--- src/rtl/axis_boxcar_decimator.sv ---
// axis_boxcar_decimator: averages blocks of 2^L valid samples, holds the mean and strobes decii_clk once per block.
// Define AXIS_BOXCAR_ROUNDING_EN for round-half-up of the mean; otherwise the mean truncates toward -inf.
module axis_boxcar_decimator #(
    parameter int signal_width          = 32,
    parameter int max_log2_decimation   = 16,
    parameter int configuration_address = 1000
) (
    input  logic                    aclk,
    input  logic                    resetn,
    input  logic [31:0]             config_addr,
    input  logic [511:0]            config_data,
    input  logic [signal_width-1:0] S_AXIS_in_tdata,
    input  logic                    S_AXIS_in_tvalid,
    output logic [signal_width-1:0] M_AXIS_out_tdata,
    output logic                    M_AXIS_out_tvalid,
    output logic                    decii_clk,
    output logic [signal_width-1:0] M_AXIS_pass_tdata,
    output logic                    M_AXIS_pass_tvalid
);
    localparam int aw = signal_width + max_log2_decimation;
    localparam int lw = $clog2(max_log2_decimation + 1);
    localparam int cw = max_log2_decimation + 1;
    localparam logic [1:0] st_disabled = 2'd0;
    localparam logic [1:0] st_accum    = 2'd1;
    localparam logic [1:0] st_dump     = 2'd2;
    localparam logic [cw-1:0] cnt_one = 1;

    logic [1:0]           state;
    logic [lw-1:0]        l;
    logic [aw-1:0]        acc;
    logic [cw-1:0]        cnt;
    logic signed [aw-1:0] total;
    logic                 pend;
    logic                 cfg_hit;
    logic [lw-1:0]        cfg_l;
    logic [aw-1:0]        sample;
    logic [aw-1:0]        bias;
    logic [cw-1:0]        last_cnt;
    logic signed [aw-1:0] mean;
    logic                 unused;

    assign cfg_hit  = config_addr == 32'(configuration_address);
    assign cfg_l    = config_data[31:0] > 32'(max_log2_decimation) ? lw'(max_log2_decimation) : config_data[lw-1:0];
    assign sample   = {{max_log2_decimation{S_AXIS_in_tdata[signal_width-1]}}, S_AXIS_in_tdata};
    assign last_cnt = (cnt_one << l) - cnt_one;
`ifdef AXIS_BOXCAR_ROUNDING_EN
    assign bias = l == '0 ? '0 : {{(aw-1){1'b0}}, 1'b1} << (l - lw'(1));
`else
    assign bias = '0;
`endif
    assign mean   = total >>> l;
    assign unused = ^{config_data[511:33], mean[aw-1:signal_width]};

    assign decii_clk          = M_AXIS_out_tvalid;
    assign M_AXIS_pass_tdata  = S_AXIS_in_tdata;
    assign M_AXIS_pass_tvalid = S_AXIS_in_tvalid;

    // Config writes restart the block and cancel any pending strobe; otherwise run accumulate/dump and the output stage.
    always_ff @(posedge aclk) begin
        if (!resetn) begin
            state             <= st_disabled;
            l                 <= '0;
            acc               <= '0;
            cnt               <= '0;
            total             <= '0;
            pend              <= 1'b0;
            M_AXIS_out_tdata  <= '0;
            M_AXIS_out_tvalid <= 1'b0;
        end else if (cfg_hit) begin
            state             <= config_data[32] ? st_accum : st_disabled;
            l                 <= cfg_l;
            acc               <= '0;
            cnt               <= '0;
            pend              <= 1'b0;
            M_AXIS_out_tvalid <= 1'b0;
        end else begin
            pend              <= state == st_dump;
            M_AXIS_out_tvalid <= pend;
            if (pend)
                M_AXIS_out_tdata <= mean[signal_width-1:0];
            if (state == st_dump) begin
                total <= acc + bias;
                acc   <= S_AXIS_in_tvalid ? sample : '0;
                cnt   <= S_AXIS_in_tvalid ? cnt_one : '0;
                state <= st_accum;
            end else if (state == st_accum && S_AXIS_in_tvalid) begin
                acc <= acc + sample;
                cnt <= cnt + cnt_one;
                if (cnt == last_cnt)
                    state <= st_dump;
            end
        end
    end
endmodule
--- config.mk ---
export PLATFORM = sky130hd
export DESIGN_NAME = axis_boxcar_decimator
export DESIGN_NICKNAME = d
export VERILOG_FILES = /design/src/rtl/axis_boxcar_decimator.sv
export SDC_FILE = /design/constraint.sdc
export NUM_CORES = 1
export LEC_CHECK = 0
export ABC_AREA = 1
export CAP_MARGIN = 20
export CORE_AREA = 2 2 251 253
export DETAILED_ROUTE_END_ITERATION = 6
export DIE_AREA = 0 0 253 255
export SYNTH_ARGS = -nofsm -noshare
export SYNTH_HDL_FRONTEND = slang
export SYNTH_SLANG_ARGS = --single-unit
--- constraint.sdc ---
create_clock -name aclk -period 2.4 [get_ports aclk]
set_input_delay 0.48 -clock aclk [delete_from_list [all_inputs] [get_ports aclk]]
set_output_delay 0.48 -clock aclk [all_outputs]
set_load 0.01 [all_outputs]
==> flow_summary.toml <==
[routing]
totalWireLength_um = 52400
wl_per_cell_um = 15.4
ant_nets = 0
drt-pass1-iter-count = 5
drc = 0
drt_iter0_drc = 1362
routed-via-count = 15700
routed_via_density = 4.61

[critical_path]
crit_fanout = 2
worstPathRequired_ps = 1920
critPathLaunchType = "input pin"
rr_startpoint = "l[0]"
cp-end-kind = "output port"
path_class = "input pin to output port"
crit_arrival_ps = 1830
crit_start = "S_AXIS_in_tdata[16]"

[status]
status = "complete, no violations"

[placement]
routabilityCongestion = 0.943
place_inst = 3370
dpl_cell_area_mm2 = 0.0171
pre_cts_slack_ps = -698
dp_hpwl_um = 41800
portBuffers = 166

[timing]
rsz0062_at_grt = "true"
timing.final.setup_violations = 0
timing_hold_violations_final = 0
fin_crit_ps = 2310
setup_slack_ps = 94.8
finClkSkew_ps = 18.0
slew_violations = 0
maxSlewHeadroom_pct = 56.5
fmax_mhz = 434
tightestPinTransition_ps = 653
fin_hold_ws_ps = 458
setup_tns_ps = 0
fin_crit_sh_pct = 96.0

[final_layout]
drive_gt1_share_pct = 15.1
n_fill_cell = 6930
multi_input_area_mm2 = 0.00904
seq_area_mm2 = 0.00309
final_cells = 3407
fin_util_pct = 29.5
area_delta_synth_final_pct = 37.4
stdcell_area_mm2 = 0.0184
fin_nets = 3221

[logic_synthesis]
syn_area_per_cell_um2 = 5.80
seq_area_frac_synth_pct = 23.1
synthCells = 2305
synth_edf_count = 0
synthTopCellsByCount = "nand2_1 (666), inv_1 (258), nor2_1 (256)"
synth_area_leader_cell = "dfxtp_1"
synth_cell_type_count = 50
synth_top_area_share_pct = 23.1
synth_seq_cells = 154
netlist_area_mm2 = 0.0134
yosys.cell_count.top_type = "nand2_1"
ys_warn_count = 0
synthFlopType = "dfxtp_1"
syn_nets = 2934
synthArstFlopShare_pct = 0
synth.top_cells.by_area = "dfxtp_1 (23%), nand2_1 (19%), o21ai_0 (8.6%)"

[cts]
h-tree-depth = 4
root_buffer = "clkbuf_16"
clkTransAtPathRegs_ps = 70
cts_tree = "done"
cts_hold_buf = 0
clock_latency_ps = 470
clock-sinks = 154
cts_buffer_depth = 2
cts_inserted_buffers = 17

[grt]
grt_max_degree = 56
grt_first_pass_wirelength_um = 79900
antenna_found_initial = 5
overflow = 0
track_usage_pct = 15.8
grt_pass1_vias = 14400

[floorplanning]
die_y_um = 255
design.core.area_mm2 = 0.0622
num_io_pins = 646
die_area_mm2 = 0.0645
die_w_um = 253
rows = 92
start_util_pct = 21.5

[pwr]
clkPwrFrac_pct = 45.3
pwr-share-seq_pct = 41.6
power.internal_mw = 4.35
power.leakage_nw = 8.42
switching_share_pct = 28.9
power_switching_mw = 1.77
irDropWorstVdd_mv = 0.440
power_mw = 6.13
p_comb_share_pct = 13.0
powerDensity_mw_per_mm2 = 334

[min_path]
hp-class = "input pin to flip-flop"
worstHoldStart = "resetn"

[flow_run]
maxCapViolCount = 0
## per-layer routing
layer | GRT usage [%] | share of wire [%] | vias up
met4 | 5.00 | 2.4 | 0
li1 | - | - | 8066
met1 | 22.2 | 48 | 7132
met3 | 2.07 | 6.2 | 58
met5 | 0 | 0 | -
met2 | 25.1 | 44 | 459
## what timing repair did
| item | in CTS | in global routing |
|---|---|---|
| gates cloned | 0 | 1 |
| pin swaps | 1 | 10 |
| endpoints found under the setup margin | 10 | 43 |
| setup buffers | 1 | 0 |
| resized for setup | 19 | 103 |
## final cells by class
cell class	instances	share of cell area [%]
Clock buffer	17	2.32
Antenna cell	3	0.0409
Multi-Input combinational cell	1750	49.2
Timing Repair Buffer	399	19.8
Sequential cell	154	16.8
Inverter	270	5.55
Clock inverter	15	0.838
Tap cell	799	5.45
## sequential cells by signal, indices dropped and copies added, names as in the netlist
name and flops:
cnt 17, state 2, M_AXIS_out_tvalid 1, l 5
M_AXIS_out_tdata 32, acc 48, pend 1, total 48
## critical path, stage by stage
cell and delay, ps:
clkdlybuf4s50_1 610, buf_4 190, clkdlybuf4s50_1 550
## kinds of logic (layout without fill, tap and decap cells)
group                      after synthesis  in the layout  share of synthesized area [%]
DFF                                    154            154                           23.1
and+or+nand+nor                       1193           1193                           37.2
muxes                                   19             19                           1.42
AOI/OAI and AO/OA                      475            475                           19.2
adders and majority gates               50             50                           4.74
other                                    0              3                              0
xor gates and xnor gates                13             13                          0.852
buffers and inverters                  401            701                           13.6
## power by group through the flow
stage          Combinational (mW)  Clock [mW]  Sequential, mW
5_1_grt                     0.872        2.90            2.55
3_3_place_gp                0.742           0            2.61
3_5_place_dp                0.741           0            2.61
4_1_cts                     0.748        2.82            2.55
6_report                    0.799        2.78            2.55
2_1_floorplan               0.310           0            2.61
## worst paths after layout
path	slack, ps	depth (start not counted)	to
setup reg to reg	130	12	M_AXIS_out_tdata[2]
hold / removal	460	3	l[4]
setup / recovery	90	3	M_AXIS_pass_tdata[16]
hold reg to reg	470	2	total[8]
## cells in the final DEF, fill, tap and decap left out, types with 8 or more instances in the layout
master,n
nand2_1,651
inv_1,256
nor2_1,238
o21ai_0,222
buf_4,216
nand3_1,171
clkdlybuf4s50_1,156
dfxtp_1,153
a21oi_1,133
nand4_1,30
o21ai_1,29
ha_4,26
nor2_2,19
mux2i_1,19
ha_1,19
clkbuf_16,18
nand2_2,16
o211ai_1,16
a21oi_2,16
o22ai_1,14
buf_12,14
nor3_1,12
inv_2,11
xor2_1,11
o21a_1,9
dlymetal6s2s_1,9
or2_1,8
(Power assumes the default switching activity.)
